`src/rtl/uart_tx_fifo.sv`:
```
// uart_tx_fifo: byte FIFO feeding an 8N1 UART transmitter (8E1 when
// UART_TX_PARITY_EN is defined). The FSM pops a byte whenever the line
// is free, so queued bytes go out as contiguous frames with one stop bit.
// All outputs are registered; txd follows the FSM state one clock later.
module uart_tx_fifo #(
    parameter int CLK_FREQUENCY = 100_000_000,
    parameter int BAUD          = 12_000_000,
    parameter int FIFO_DEPTH    = 16
) (
    input  logic                          clk,
    input  logic                          reset_n,
    input  logic [7:0]                    data_in,
    input  logic                          data_valid,
    output logic                          data_ready,
    output logic [$clog2(FIFO_DEPTH):0]   fifo_count,
    output logic                          busy,
    output logic                          txd
);

    localparam int CLKS_PER_BIT = (CLK_FREQUENCY + BAUD / 2) / BAUD;
    localparam int BAUD_W       = (CLKS_PER_BIT > 1) ? $clog2(CLKS_PER_BIT) : 1;
    localparam int PTR_W        = $clog2(FIFO_DEPTH);
    localparam int CNT_W        = $clog2(FIFO_DEPTH) + 1;

    if (CLKS_PER_BIT < 2) begin : g_cpb_check
        $error("uart_tx_fifo: CLKS_PER_BIT must be >= 2");
    end
    if ((FIFO_DEPTH < 2) || ((FIFO_DEPTH & (FIFO_DEPTH - 1)) != 0)) begin : g_depth_check
        $error("uart_tx_fifo: FIFO_DEPTH must be a power of two >= 2");
    end

    typedef enum logic [2:0] {
        ST_IDLE   = 3'd0,
        ST_START  = 3'd1,
        ST_DATA   = 3'd2,
        ST_PARITY = 3'd3,
        ST_STOP   = 3'd4
    } state_e;

    // Even parity over one data byte.
    function automatic logic even_parity(input logic [7:0] b);
        return ^b;
    endfunction

    state_e              state_q, state_d;
    logic [BAUD_W-1:0]   baud_q, baud_d;
    logic [2:0]          bit_cnt_q, bit_cnt_d;
    logic [7:0]          shift_q, shift_d;
`ifdef UART_TX_PARITY_EN
    logic                parity_q, parity_d;
`endif
    logic [7:0]          mem_q [FIFO_DEPTH];
    logic [PTR_W-1:0]    wr_ptr_q, rd_ptr_q;
    logic [CNT_W-1:0]    count_q, count_d;
    logic                ready_q, busy_q, txd_q, txd_d;
    logic                push_s, pop_s, bit_end_s, queued_s;

    // Handshake and per-bit timing strobes.
    always_comb begin
        push_s    = data_valid & ready_q;
        queued_s  = (count_q != {CNT_W{1'b0}});
        bit_end_s = (baud_q == BAUD_W'(CLKS_PER_BIT - 1));
    end

    // Frame sequencing: pop when the line is free, then start/data/[parity]/stop.
    always_comb begin
        state_d   = state_q;
        baud_d    = baud_q + BAUD_W'(1);
        bit_cnt_d = bit_cnt_q;
        shift_d   = shift_q;
`ifdef UART_TX_PARITY_EN
        parity_d  = parity_q;
`endif
        pop_s     = 1'b0;
        case (state_q)
            ST_IDLE: begin
                baud_d = {BAUD_W{1'b0}};
                if (queued_s) begin
                    pop_s     = 1'b1;
                    shift_d   = mem_q[rd_ptr_q];
`ifdef UART_TX_PARITY_EN
                    parity_d  = even_parity(mem_q[rd_ptr_q]);
`endif
                    bit_cnt_d = 3'd0;
                    state_d   = ST_START;
                end else begin
                    state_d = ST_IDLE;
                end
            end
            ST_START: begin
                if (bit_end_s) begin
                    baud_d  = {BAUD_W{1'b0}};
                    state_d = ST_DATA;
                end else begin
                    state_d = ST_START;
                end
            end
            ST_DATA: begin
                if (bit_end_s) begin
                    baud_d = {BAUD_W{1'b0}};
                    if (bit_cnt_q == 3'd7) begin
`ifdef UART_TX_PARITY_EN
                        state_d = ST_PARITY;
`else
                        state_d = ST_STOP;
`endif
                    end else begin
                        shift_d   = {1'b0, shift_q[7:1]};
                        bit_cnt_d = bit_cnt_q + 3'd1;
                    end
                end else begin
                    state_d = ST_DATA;
                end
            end
`ifdef UART_TX_PARITY_EN
            ST_PARITY: begin
                if (bit_end_s) begin
                    baud_d  = {BAUD_W{1'b0}};
                    state_d = ST_STOP;
                end else begin
                    state_d = ST_PARITY;
                end
            end
`endif
            ST_STOP: begin
                if (bit_end_s) begin
                    baud_d = {BAUD_W{1'b0}};
                    if (queued_s) begin
                        // Next byte starts right after this stop bit: no idle gap.
                        pop_s     = 1'b1;
                        shift_d   = mem_q[rd_ptr_q];
`ifdef UART_TX_PARITY_EN
                        parity_d  = even_parity(mem_q[rd_ptr_q]);
`endif
                        bit_cnt_d = 3'd0;
                        state_d   = ST_START;
                    end else begin
                        state_d = ST_IDLE;
                    end
                end else begin
                    state_d = ST_STOP;
                end
            end
            default: begin
                baud_d  = {BAUD_W{1'b0}};
                state_d = ST_IDLE;
            end
        endcase
    end

    // Occupancy update; push while full never reaches here because ready is low.
    always_comb begin
        count_d = count_q;
        if (push_s && !pop_s) begin
            count_d = count_q + CNT_W'(1);
        end else if (!push_s && pop_s) begin
            count_d = count_q - CNT_W'(1);
        end else begin
            count_d = count_q;
        end
    end

    // Line level for the state currently being held.
    always_comb begin
        txd_d = 1'b1;
        case (state_q)
            ST_IDLE:   txd_d = 1'b1;
            ST_START:  txd_d = 1'b0;
            ST_DATA:   txd_d = shift_q[0];
`ifdef UART_TX_PARITY_EN
            ST_PARITY: txd_d = parity_q;
`endif
            ST_STOP:   txd_d = 1'b1;
            default:   txd_d = 1'b1;
        endcase
    end

    // Transmitter state registers.
    always_ff @(posedge clk or negedge reset_n) begin
        if (!reset_n) begin
            state_q   <= ST_IDLE;
            baud_q    <= {BAUD_W{1'b0}};
            bit_cnt_q <= 3'd0;
            shift_q   <= 8'h00;
`ifdef UART_TX_PARITY_EN
            parity_q  <= 1'b0;
`endif
        end else begin
            state_q   <= state_d;
            baud_q    <= baud_d;
            bit_cnt_q <= bit_cnt_d;
            shift_q   <= shift_d;
`ifdef UART_TX_PARITY_EN
            parity_q  <= parity_d;
`endif
        end
    end

    // FIFO storage, pointers (wrap modulo depth) and occupancy.
    always_ff @(posedge clk or negedge reset_n) begin
        if (!reset_n) begin
            for (int i = 0; i < FIFO_DEPTH; i++) begin
                mem_q[i] <= 8'h00;
            end
            wr_ptr_q <= {PTR_W{1'b0}};
            rd_ptr_q <= {PTR_W{1'b0}};
            count_q  <= {CNT_W{1'b0}};
        end else begin
            if (push_s) begin
                mem_q[wr_ptr_q] <= data_in;
                wr_ptr_q        <= wr_ptr_q + PTR_W'(1);
            end
            if (pop_s) begin
                rd_ptr_q <= rd_ptr_q + PTR_W'(1);
            end
            count_q <= count_d;
        end
    end

    // Registered pin-facing outputs.
    always_ff @(posedge clk or negedge reset_n) begin
        if (!reset_n) begin
            ready_q <= 1'b1;
            busy_q  <= 1'b0;
            txd_q   <= 1'b1;
        end else begin
            ready_q <= (count_d != CNT_W'(FIFO_DEPTH));
            busy_q  <= (state_d != ST_IDLE) || (count_d != {CNT_W{1'b0}});
            txd_q   <= txd_d;
        end
    end

    assign data_ready = ready_q;
    assign fifo_count = count_q;
    assign busy       = busy_q;
    assign txd        = txd_q;

endmodule

```
`config.mk`:
```
export PLATFORM = sky130hd
export DESIGN_NAME = uart_tx_fifo
export DESIGN_NICKNAME = d
export VERILOG_FILES = /design/src/rtl/uart_tx_fifo.sv
export SDC_FILE = /design/constraint.sdc
export NUM_CORES = 1
export LEC_CHECK = 0
export BUFFER_PORTS_ARGS = -buffer_cell sky130_fd_sc_hd__buf_2
export CORE_MARGIN = 10
export CORE_UTILIZATION = 51
export DETAILED_ROUTE_END_ITERATION = 16
export PLACE_DENSITY = 0.67
export SETUP_SLACK_MARGIN = 0.5
export SLEW_MARGIN = 20
export SYNTH_ARGS = -nofsm -noshare
export SYNTH_HDL_FRONTEND = slang
export SYNTH_SLANG_ARGS = --single-unit
```
`constraint.sdc`:
```
create_clock -name clk -period 5.2 [get_ports clk]
set_input_delay 0.26 -clock clk [delete_from_list [all_inputs] [get_ports clk]]
set_output_delay 0.26 -clock clk [all_outputs]
set_load 0.05 [all_outputs]
```
# Word-level counts from Yosys, hierarchy flattened
# Index checks and enable logic that the tools add are counted.
[totals]
register_bits = 161
input_bits = 11
output_inout_bits = 8
word_cells = 90
[classes]
n_addsub = 6
magnitude_cmp = 3
n_eq_ne = 9
mux = 30
bitwise = 3
reduce_logical = 13
[ops]
columns = ["cell", "count"]
rows = [
  ["128-bit bitwise mux", 1],
  ["8-bit two-way mux", 7],
  ["8-bit binary-select mux with 4-bit select", 1],
  ["8-bit demux with 4-bit select", 1],
  ["3-bit two-way mux", 9],
  ["8-bit case mux with 3 select lines", 1],
  ["3-bit case mux with 4 select lines", 1],
  ["5-bit >= comparator, second input constant", 2],
  ["5-bit two-way mux", 2],
  ["4-bit NOT with 5-bit output", 2],
  ["5-bit nonzero test", 2],
  ["3-bit == test, second input constant", 3],
  ["3-bit case mux with 3 select lines", 1],
  ["4-bit by 1-bit adder with 4-bit output, second input constant", 2],
  ["3-bit by 1-bit adder with 3-bit output, second input constant", 2],
  ["2-bit inequality test, second input constant", 3],
  ["3-bit nonzero test", 2],
  ["5-bit by 1-bit adder with 5-bit output, second input constant", 1],
  ["5-bit by 1-bit < comparator with 1-bit output, second input constant", 1],
  ["5-bit inequality test, second input constant", 1],
  ["5-bit by 1-bit subtractor with 5-bit output, second input constant", 1],
  ["1-bit case mux with 2 select lines", 2],
  ["4-bit AND reduction", 1],
  ["3-bit by 1-bit == test with 1-bit output, second input constant", 1],
  ["other kinds (9)", 14],
]

# Longest topological paths before layout
# Gate-level depths: netlist of run 1.
[depth]
depth_word = 9
ltp_mapped = 8
depth_no_buf = 7

# Least setup slack after synthesis of run 1
# OpenSTA, ideal clock, no wires.
[synth_path]
path_type = "reg2reg"
from = "register count_q[0] (netlist: fifo_count[0])"
to = "register busy_q (netlist: busy)"
setup_time_ns = 0.138
t_arrival_ns = 2.230
required_time_ns = 5.062
setup_slack_ns = 2.832
stages_incl_launch_ff = 8
path_buffers = 0
synth_period_minus_slack_ns = 2.368
path_cell_list = "dfrtp_1 > inv_1 > ha_1 > nor4b_4 > o311a_1 > or3_4 > a22oi_2 > nand4b_1"
[synth_via]
elab_chain_len = 9
elab_cells_between_ends = 17
classes_between = "add/sub: 2; mux: 8; reduce/logical: 7"
[synth_lines]
columns = ["item", "line", "text"]
rows = [
  ["from (decl)", "54", "logic [CNT_W-1:0] count_q, count_d;"],
  ["from (signal assigned)", "207", "count_q <= {CNT_W{1'b0}};"],
  ["from (signal assigned)", "216", "count_q <= count_d;"],
  ["5-bit nonzero test", "61", "queued_s = (count_q != {CNT_W{1'b0}});"],
  ["1-bit two-way mux", "78, 128", ""],
  ["1-bit two-way mux", "126", "if (bit_end_s) begin"],
  ["1-bit case mux with 2 select lines", "75", "case (state_q)"],
  ["1-bit logical AND / 1-bit zero test (equally long branches)", "156, 154", ""],
  ["5-bit two-way mux / 1-bit logical AND (equally long branches)", "156, 154", ""],
  ["5-bit two-way mux", "154", "if (push_s && !pop_s) begin"],
  ["5-bit nonzero test", "228", "busy_q <= (state_d != ST_IDLE) || (count_d != {CNT_W{1'b0}});"],
  ["1-bit logical OR (*)", "228", ""],
  ["to (signal assigned)", "228", ""],
  ["to (decl)", "55", "logic ready_q, busy_q, txd_q, txd_d;"],
]
# Mark *: on every way between the ends. The rest lies on a longest branch, timed or not.
# A chain may end at the register's enable or synchronous reset.

# Worst setup path in the final report of run 1
[layout_path]
from = "register baud_q[0]"
to = "register busy_q (netlist: busy)"
[layout_via]
elab_chain_len = 8
elab_cells_between_ends = 15
classes_between = "eq/ne: 1; mux: 8; reduce/logical: 6"
[layout_lines]
columns = ["item", "line", "text"]
rows = [
  ["from (decl)", "46", "logic [BAUD_W-1:0] baud_q, baud_d;"],
  ["from (signal assigned)", "182", "baud_q <= {BAUD_W{1'b0}};"],
  ["from (signal assigned)", "190", "baud_q <= baud_d;"],
  ["3-bit == test (*)", "62", "bit_end_s = (baud_q == BAUD_W'(CLKS_PER_BIT - 1));"],
  ["1-bit two-way mux", "126", ""],
  ["1-bit case mux with 2 select lines", "75", ""],
  ["1-bit logical AND / 1-bit zero test (equally long branches)", "156, 154", ""],
  ["5-bit two-way mux / 1-bit logical AND (equally long branches)", "156, 154", ""],
  ["5-bit two-way mux", "154", ""],
  ["5-bit nonzero test", "228", ""],
  ["1-bit logical OR (*)", "228", ""],
]
# Marked as above.

==> summary.md, run 1 <==
| Metric | Value |
|---|---|
| Crit Reg-Reg Endpoint | `busy$_DFF_PN0_` |
| Layout area overhead | `11.4%` |
| Core Region | `14500 um2` |
| Detailed Route Iter0 Violations | `246` |
| WL per Instance | `20.9 um` |
| CP cell instances | `ha_1 > ha_1 > nor2b_1 > nor3_2 > mux2i_1 > xor2_1 > nand4b_1` |
| Die width | `141 um` |
| First-pass GRT wire length | `25600 um` |
| CTS tree | `built` |
| CTS resizes | `0` |
| CTS Hold Buffers Added | `0` |
| Total CTS buffers | `17` |
| Yosys top cell area share | `0.531` |
| Worst min path class | `in -> async` |
| RR Startpoint | `baud_q[0]$_DFF_PN0_` |
| Antenna viol nets, final | `0` |
| Final period util | `0.510` |
| Fin nets | `567` |
| Largest cells by area after synthesis | `dfrtp_1 53%, mux2_2 19%, mux4_2 9.9%, ha_1 2.0%, a21oi_1 1.4%` |
| Grt ovf | `0` |
| First-pass iteration count of the detailed router | `4` |
| CP peak stage delay | `0.83 ns` |
| Synth Net Count | `553` |
| Ports | `19` |
| Worst hold slack | `-0.0411 ns` |
| Cell row count | `44` |
| Clk slew on worst S/H paths | `0.06 ns` |
| Worst Path Arrival | `2.94 ns` |
| Vias per Instance | `5.87` |
| Endpoints failing setup | `0` |
| Core Util, Final | `0.576` |
| Initial Util | `0.518` |
| Slew Limit Headroom | `0.341` |
| Cell mode on critical path | `ha_1` |
| Worst path buffer plus inverter count | `0` |
| Avg Synthesized Cell Area | `14.1 um2` |
| Total wire length | `15500 um` |
| Seq cells post-synth | `161` |
| Clk buf depth | `2` |
| Crit path launch type | `register` |
| Period minus WS final | `2.65 ns` |
| Crit path max fanout | `15` |
| Vias post-DR | `4348` |
| Die area | `19900 um2` |
| Peak Freq | `377 MHz` |
| Ant diodes | `0` |
| Initial antenna violation count | `0` |
| Clk_lat worst skew | `0.42 ns` |
| Worst Max-Slew Pin Slew | `0.988 ns` |
| Die height | `141 um` |
| Syn Inst Count | `530` |
| GRT Total Usage | `0.164` |
| H-tree depth | `4` |
| Power per cell area | `548 nW/um2` |
| CTS Root Cell | `clkbuf_16` |
| Largest net degree at the start of global routing | `111` |
| Critical path type | `reg -> reg` |
| DP HPWL | `10300 um` |
| Fin. Hold Viols | `18` |
| Worst VDD drop | `0.264 mV` |
| Status | `finished, violations left` |
| Dpl cells | `709` |
| Clock sink count | `161` |
| Skew final | `0.00846 ns` |
| Yosys warns | `0` |
| Post-route DRC | `0` |
| Tot Pwr | `4570 uW` |
| CP delay by family, top | `simple AND/OR/NAND/NOR gates` |
| Setup TNS | `0 ns` |
| Post-synth EDFFs | `0` |
| Max Slew Vio Count | `0` |
| Maxcap violations | `0` |
| Reg2reg setup slack | `2.55 ns` |
| Failing checks | `negative hold slack` |
| Fin cells | `741` |
| Crit path launch | `baud_q[0]$_DFF_PN0_` |
| R2R cell count | `7` |
| Register area share after synthesis | `0.538` |
| CP Data Required Time | `5.49 ns` |
| Crit-path slowest cell | `nor3_2` |
| Asr flop ratio synth | `1.00` |
| Vias in the first global route | `4665` |
| Top FF cell, synth | `dfrtp_1` |
| Synthesized area | `7490 um2` |
| Port Buffer Count | `18` |
| Share of cells above drive strength 1 | `0.406` |
| Leakage | `0.00358 uW` |
| Setup repair bufs after CTS | `0` |
| RSZ-0062 raised after global routing | `no` |
| Area leader, netlist | `dfrtp_1` |
| Unique masters post-synth | `44` |
| Gpl congestion | `0.844` |
| Crit end category | `register` |
-- cell usage in the layout, fill, tap and decap left out, types with 2 or more instances in the layout --
cell type,instances
a21oi_1,21
a22oi_1,7
and2_1,3
and3_1,8
buf_2,17
buf_4,3
bufinv_16,3
clkbuf_16,17
clkbuf_8,2
clkinv_2,2
clkinv_4,5
clkinvlp_4,2
dfrtp_1,158
dfstp_2,2
ha_1,12
inv_1,5
mux2_2,128
mux2i_1,3
mux4_2,33
nand2_1,23
nand2b_1,6
nand3_1,8
nand4_1,4
nand4b_1,2
nor2_1,24
nor2_2,3
nor2b_1,6
nor3_1,3
nor4_1,2
o21ai_0,8
o2bb2ai_1,7
or2b_1,2
xnor2_1,7
xor2_1,3
-- cell usage after synthesis, types with 2 or more instances --
cell type and n:
nand2_1 23, ha_1 12, nor3_1 3, and3_1 8, xor2_1 3, a21oi_1 21
nand4b_1 2, xnor2_1 7, mux2_2 128, nand4_1 4, or2b_1 2, mux4_2 33
inv_1 5, buf_4 2, nand2b_1 6, mux2i_1 3, nor2_2 3, a22oi_1 7
dfrtp_1 159, clkbuf_1 16, o21ai_0 8, nand3_1 8, and2_1 3, nor2_1 24
nor4_1 2, buf_2 8, nor2b_1 6, dfstp_2 2, o2bb2ai_1 7
-- state kept, by name (all words and copies together) (netlist names) --
name / cells
data_ready: 1
rd_ptr_q: 4
shift_q: 8
mem_q: 128
fifo_count: 5
txd: 1
baud_q: 3
busy: 1
bit_cnt_q: 3
state_q: 3
wr_ptr_q: 4
-- power by group --
part | internal [uW] | switching [uW] | leakage (uW)
logic | 713 | 506 | 0.00130
clock network | 783 | 506 | 0.000296
registers | 1770 | 293 | 0.00199
total | 3270 | 1300 | 0.00358
-- stage by stage --
stage	hold slack (ns)	area [um2]	worst slack, ns
after global placement	0.437	7730	2.67
after global routing	0.0254	8340	2.25
after CTS	0.0178	8340	2.53
after floorplan	-0.0356	7490	2.83
after detailed placement	0.442	7730	2.55
final	-0.0411	8340	2.55
-- cell type report --
type | instances | area (um2)
repair buffers | 21 | 119
well taps | 184 | 230
clock buffers | 20 | 457
fillers | 1161 | 6130
flip-flops and latches | 161 | 4030
inverters | 5 | 18.8
multi-input cells | 338 | 3330
clock inverters | 12 | 159
-- cell families after synthesis --
logic type               share of synthesized area
XOR/XNOR                                    0.0117
adder cells (fa/ha/maj)                     0.0200
flip-flops                                   0.538
buffers and inverters                       0.0179
AO/OA/AOI/OAI                               0.0429
AND/OR/NAND/NOR                             0.0740
multiplexers                                 0.296
-- per-layer routing --
metal | vias to the layer above | track usage | part of all wire
met3 | 18 | 0.0319 | 0.024
met5 | - | 0 | 0
met2 | 47 | 0.275 | 0.51
li1 | 1984 | - | -
met1 | 2299 | 0.206 | 0.45
met4 | 0 | 0.0571 | 0.013
-- worst max path at each step --
| stage | end | slack [ns] | cells after the start |
|---|---|---|---|
| final | busy$_DFF_PN0_ | 2.55 | 7 |
| after global routing | busy$_DFF_PN0_ | 2.25 | 7 |
| after CTS | busy$_DFF_PN0_ | 2.53 | 7 |
| after detailed placement | busy$_DFF_PN0_ | 2.55 | 7 |
| after global placement | busy$_DFF_PN0_ | 2.67 | 7 |
| after floorplan | busy$_DFF_PN0_ | 2.83 | 7 |
Power figures use the tool's default switching activity.
==> run 2: changes to the inputs <==
==> constraint.sdc (replaced) <==
create_clock -name clk -period 2.55 [get_ports clk]
set_input_delay 0.1275 -clock clk [delete_from_list [all_inputs] [get_ports clk]]
set_output_delay 0.1275 -clock clk [all_outputs]
set_load 0.05 [all_outputs]
==> summary.md, run 2 (same netlist as run 1, synthesis figures left out) <==
| Metric | Value |
|---|---|
| Tot Pwr | `9350 uW` |
| WL per Instance | `20.8 um` |
| First-pass iteration count of the detailed router | `4` |
| Die width | `141 um` |
| Skew final | `0.0128 ns` |
| Worst hold slack | `0.0702 ns` |
| Core Util, Final | `0.599` |
| Clock sink count | `161` |
| CP cell instances | `and2_1 > buf_4 > nand3_1 > mux2_2` |
| Final period util | `0.785` |
| Max reg flops | `128` |
| Antenna viol nets, final | `0` |
| Fin nets | `596` |
| Crit path launch type | `register` |
| Internal power | `6570 uW` |
| Vias post-DR | `4462` |
| Core Region | `14500 um2` |
| GRT Total Usage | `0.168` |
| Fin. Hold Viols | `0` |
| Total CTS buffers | `17` |
| Ports | `19` |
| Clk buf depth | `2` |
| Clk slew on worst S/H paths | `0.06 ns` |
| Clk_lat worst skew | `0.43 ns` |
| Met1 Track Usage GR | `0.219` |
| Sw Share | `0.297` |
| Sw Pwr | `2780 uW` |
| Die area | `19900 um2` |
| Part of the power in the clock network | `0.267` |
| Max Slew Vio Count | `0` |
| Most frequent cells in the layout | `156 x dfrtp_1, 128 x mux2_2, 33 x mux4_2, 25 x buf_4` |
| Seq pwr share | `0.453` |
| First-pass GRT wire length | `26000 um` |
| Peak Freq | `500 MHz` |
| Crit end category | `register` |
| Total wire length | `16000 um` |
| H-tree depth | `4` |
| Period minus WS final | `2.00 ns` |
| Worst min path class | `in -> async` |
| Worst VDD drop | `0.613 mV` |
| Met2 GRT Util | `0.273` |
| Crit-path slowest cell | `dfstp_2` |
| Worst Max-Slew Pin Slew | `0.680 ns` |
| Critical path type | `reg -> reg` |
| CP Data Required Time | `2.86 ns` |
| Commonest non-fill, non-tap cell in the layout | `dfrtp_1` |
| Endpoints failing setup | `0` |
| Ant diodes | `0` |
| Post-route DRC | `0` |
| CP peak stage delay | `0.56 ns` |
| Share of cells above drive strength 1 | `0.452` |
| Die height | `141 um` |
| Worst path buffer plus inverter count | `1` |
| Layout area overhead | `15.7%` |
| Met3 Usage GRT | `0.0353` |
| Status | `finished clean` |
| Logic pwr share | `0.280` |
| Vias per Instance | `5.79` |
| CTS Root Cell | `clkbuf_16` |
| CP delay by family, top | `simple AND/OR/NAND/NOR gates` |
| GRT busiest layer | `met2` |
| Worst Path Arrival | `2.31 ns` |
| Slew Limit Headroom | `0.545` |
| Power per cell area | `1080 nW/um2` |
| Leakage | `0.00374 uW` |
| Maxcap violations | `0` |
| Cell row count | `44` |
| Setup slack after layout | `0.549 ns` |
| RSZ-0062 raised after global routing | `yes` |
| Setup slack at placement | `0.418 ns` |
| Crit path max fanout | `11` |
| Initial Util | `0.518` |
| Vias in the first global route | `4651` |
| Biggest register | `mem_q` |
| CTS tree | `built` |
| DP HPWL | `10700 um` |
| Initial antenna violation count | `0` |
| Grt ovf | `0` |
| Setup TNS | `0 ns` |
| Detailed Route Iter0 Violations | `331` |
| Port Buffer Count | `18` |
| Gpl congestion | `0.857` |
| Largest net degree at the start of global routing | `100` |
-- run 2: changes by cell type in the layout (fill, tap and decap cells not counted), moves of 4 or more --
cell | previous run | this run
buf_12 | 0 | 5
buf_4 | 3 | 25
inv_6 | 0 | 9
clkinv_4 | 5 | 1
-- run 2: worst register-to-register path: cells and delay by family (launching register included) --
family | cells | cell delay, ns
buffers and inverters | 1 | 0.21
DFF | 1 | 0.56
muxes | 1 | 0.45
and+or+nand+nor | 2 | 0.67
-- run 2: layer usage --
metal  vias to the layer above  part of all wire
li1                       2047                 -
met1                      2350              0.46
met2                        53              0.51
met3                        12             0.027
met4                         0             0.011
met5                         -                 0
-- run 2: power groups by stage --
| stage | clock network, uW | logic (uW) | registers [uW] |
|---|---|---|---|
| after floorplan | 0 | 1890 | 4210 |
| after global placement | 0 | 2490 | 4180 |
| after detailed placement | 0 | 2580 | 4270 |
| after CTS | 2540 | 2590 | 4240 |
| after global routing | 2650 | 2840 | 4360 |
| final | 2490 | 2620 | 4230 |
-- run 2: worst paths after layout --
kind / startpoint / endpoint / slack, ns / cells after the start
worst max-delay path: data_ready$_DFF_PN1_ / mem_q[113]$_DFFE_PN0P_ / 0.55 / 4
worst min-delay path: reset_n / state_q[1]$_DFF_PN0_ / 0.07 / 2
worst max register to register: data_ready$_DFF_PN1_ / mem_q[113]$_DFFE_PN0P_ / 0.55 / 4
worst min register to register: baud_q[0]$_DFF_PN0_ / baud_q[0]$_DFF_PN0_ / 0.45 / 1
max in group asynchronous: reset_n / mem_q[22]$_DFFE_PN0P_ / 1.77 / 3
min in group clk: data_in[7] / mem_q[95]$_DFFE_PN0P_ / 0.17 / 2
-- run 2: what timing repair did --
| item | in CTS | in global routing |
|---|---|---|
| resized for setup | 2 | 11 |
| hold buffers | 1 | 0 |
| endpoints found under the setup margin | 10 | 17 |
| endpoints found under the hold margin | 159 | 0 |
| pin swaps | 0 | 3 |
| setup buffers | 0 | 11 |
-- run 2: stage by stage --
stage	area, um2	instances
2_1_floorplan	7520	530
3_3_place_gp	7930	726
3_5_place_dp	7930	726
4_1_cts	8520	759
5_1_grt	8670	770
6_report	8670	770
-- run 2: final cells by class --
| cell class | instances | area (um2) |
|---|---|---|
| multi-input cells | 338 | 3410 |
| fillers | 1098 | 5810 |
| clock buffers | 19 | 443 |
| inverters | 5 | 18.8 |
| well taps | 184 | 230 |
| repair buffers | 50 | 405 |
| flip-flops and latches | 161 | 4040 |
| clock inverters | 13 | 134 |
==> run 3: changes to the inputs <==
==> constraint.sdc (replaced) <==
create_clock -name clk -period 2.1 [get_ports clk]
set_input_delay 0.105 -clock clk [delete_from_list [all_inputs] [get_ports clk]]
set_output_delay 0.105 -clock clk [all_outputs]
set_load 0.05 [all_outputs]
==> summary.md, run 3 (same netlist as run 1, synthesis figures left out) <==
| Metric | Value |
|---|---|
| Share of cells above drive strength 1 | `0.541` |
| Port Buffer Count | `18` |
| Most frequent cells in the layout | `154 x dfrtp_1, 96 x mux2_4, 33 x mux4_2, 32 x mux2_2, 29 x buf_4` |
| Core Region | `14500 um2` |
| Largest net degree at the start of global routing | `59` |
| Die area | `19900 um2` |
| RSZ-0062 raised after global routing | `yes` |
| Worst hold slack | `0.196 ns` |
| Antenna viol nets, final | `0` |
| Initial Util | `0.518` |
| Detailed Route Iter0 Violations | `292` |
| Initial antenna violation count | `0` |
| Met1 Track Usage GR | `0.258` |
| Period minus WS final | `2.00 ns` |
| H-tree depth | `4` |
| Max Slew Vio Count | `0` |
| CTS tree | `built` |
| Setup slack at placement | `0.0341 ns` |
| Reg2reg setup slack | `0.10 ns` |
| Crit-path slowest cell | `dfrtp_2` |
| Clk_lat worst skew | `0.43 ns` |
| Logic pwr share | `0.347` |
| Clk slew on worst S/H paths | `0.06 ns` |
| Vias per Instance | `5.88` |
| Crit end category | `register` |
| WL per Instance | `22.4 um` |
| Vias post-DR | `4665` |
| Placed cell areas | `8460 um2` |
| Final period util | `0.951` |
| Critical path type | `reg -> reg` |
| Worst Path Arrival | `2.29 ns` |
| Cell row count | `44` |
| Met3 Usage GRT | `0.0403` |
| Fin cells | `794` |
| GRT Total Usage | `0.186` |
| Die width | `141 um` |
| Tot Pwr | `12700 uW` |
| Seq pwr share | `0.413` |
| Worst min path class | `in -> reg` |
| Worst Max-Slew Pin Slew | `0.562 ns` |
| Part of the power in the clock network | `0.239` |
| Peak Freq | `501 MHz` |
| Fin nets | `620` |
| Worst path buffer plus inverter count | `0` |
| Post-route DRC | `0` |
| CP peak stage delay | `0.44 ns` |
| Crit path launch type | `register` |
| Met2 GRT Util | `0.285` |
| Setup slack after layout | `0.103 ns` |
| Endpoints failing setup | `0` |
| DP HPWL | `11300 um` |
| Power per cell area | `1300 nW/um2` |
| Internal power | `8930 uW` |
| Biggest register | `mem_q` |
| Multi-input logic area | `4100 um2` |
| Total CTS buffers | `17` |
| Ports | `19` |
| Maxcap violations | `0` |
| Clk buf depth | `2` |
| Skew final | `0.00964 ns` |
| Fin. Hold Viols | `0` |
| CP cell instances | `or2_4 > o311a_1 > or3_4 > a22oi_2 > nand4b_1` |
| Fillers | `1000` |
| First-pass iteration count of the detailed router | `4` |
| Status | `finished clean` |
| Worst VDD drop | `1.08 mV` |
| Commonest non-fill, non-tap cell in the layout | `dfrtp_1` |
| Grt ovf | `0` |
| CP Data Required Time | `2.39 ns` |
| Die height | `141 um` |
| Vias in the first global route | `5096` |
| Final instance area | `9740 um2` |
| CP delay by family, top | `simple AND/OR/NAND/NOR gates` |
| Clock sink count | `161` |
| Slew Limit Headroom | `0.626` |
| First-pass GRT wire length | `28900 um` |
| Dpl cells | `724` |
| Layout area overhead | `30.0%` |
| Ant diodes | `0` |
| Leakage | `0.00417 uW` |
| Total wire length | `17800 um` |
| Crit path max fanout | `7` |
| Max reg flops | `128` |
| GRT busiest layer | `met2` |
| Sw Pwr | `3730 uW` |
| Gpl congestion | `0.784` |
| Sw Share | `0.295` |
| CTS Root Cell | `clkbuf_16` |
| Register area | `4040 um2` |
==> run 3: area by class of cell <==
cell class	count	area share
Clock inverter	10	0.0113
Inverter	5	0.00218
Tap cell	184	0.0236
Sequential cell	161	0.415
Multi-Input combinational cell	340	0.421
Timing Repair Buffer	72	0.0789
Clock buffer	22	0.0477
==> run 3: worst paths after layout <==
check / cells after the start / to / from
setup / recovery: 5 / busy$_DFF_PN0_ / state_q[0]$_DFF_PN0_
hold / removal: 2 / mem_q[49]$_DFFE_PN0P_ / data_in[1]
setup reg to reg: 5 / busy$_DFF_PN0_ / state_q[0]$_DFF_PN0_
hold reg to reg: 1 / shift_q[4]$_DFFE_PN0P_ / shift_q[4]$_DFFE_PN0P_
max in group asynchronous: 3 / mem_q[19]$_DFFE_PN0P_ / reset_n
min in group asynchronous: 2 / bit_cnt_q[1]$_DFFE_PN0P_ / reset_n
==> run 3: worst register-to-register path: stages (launching register included) <==
cell and delay [ns]:
dfrtp_2 0.44, or2_4 0.30, o311a_1 0.40, or3_4 0.38, a22oi_2 0.23, nand4b_1 0.12
==> run 3: power by group through the flow <==
stage / registers, uW / logic (uW) / clock network (uW)
6_report: 5230 / 4400 / 3030
4_1_cts: 5210 / 4300 / 3070
3_5_place_dp: 5240 / 3950 / 0
5_1_grt: 5390 / 4670 / 3200
2_1_floorplan: 5140 / 3150 / 0
3_3_place_gp: 5190 / 3830 / 0
==> run 3: routing by layer <==
metal  wire length [um]  up-vias
met5                  0        -
met4                339        0
met3                707       28
met2               8530       90
met1               8210     2457
li1                   -     2090
==> run 3: per-stage QoR <==
stage / setup TNS, ns / util
final: 0 / 0.673
after global routing: -0.0103 / 0.673
after CTS: 0 / 0.664
after floorplan: 0 / -
after detailed placement: 0 / 0.585
after global placement: 0 / 0.585
==> run 3: repair_timing <==
item,CTS,global route
pin swaps,24,20
resized for setup,29,26
hold buffers,1,0
cloned,2,0
endpoints found under the setup margin,150,150
setup buffers,32,3
endpoints found under the hold margin,50,0
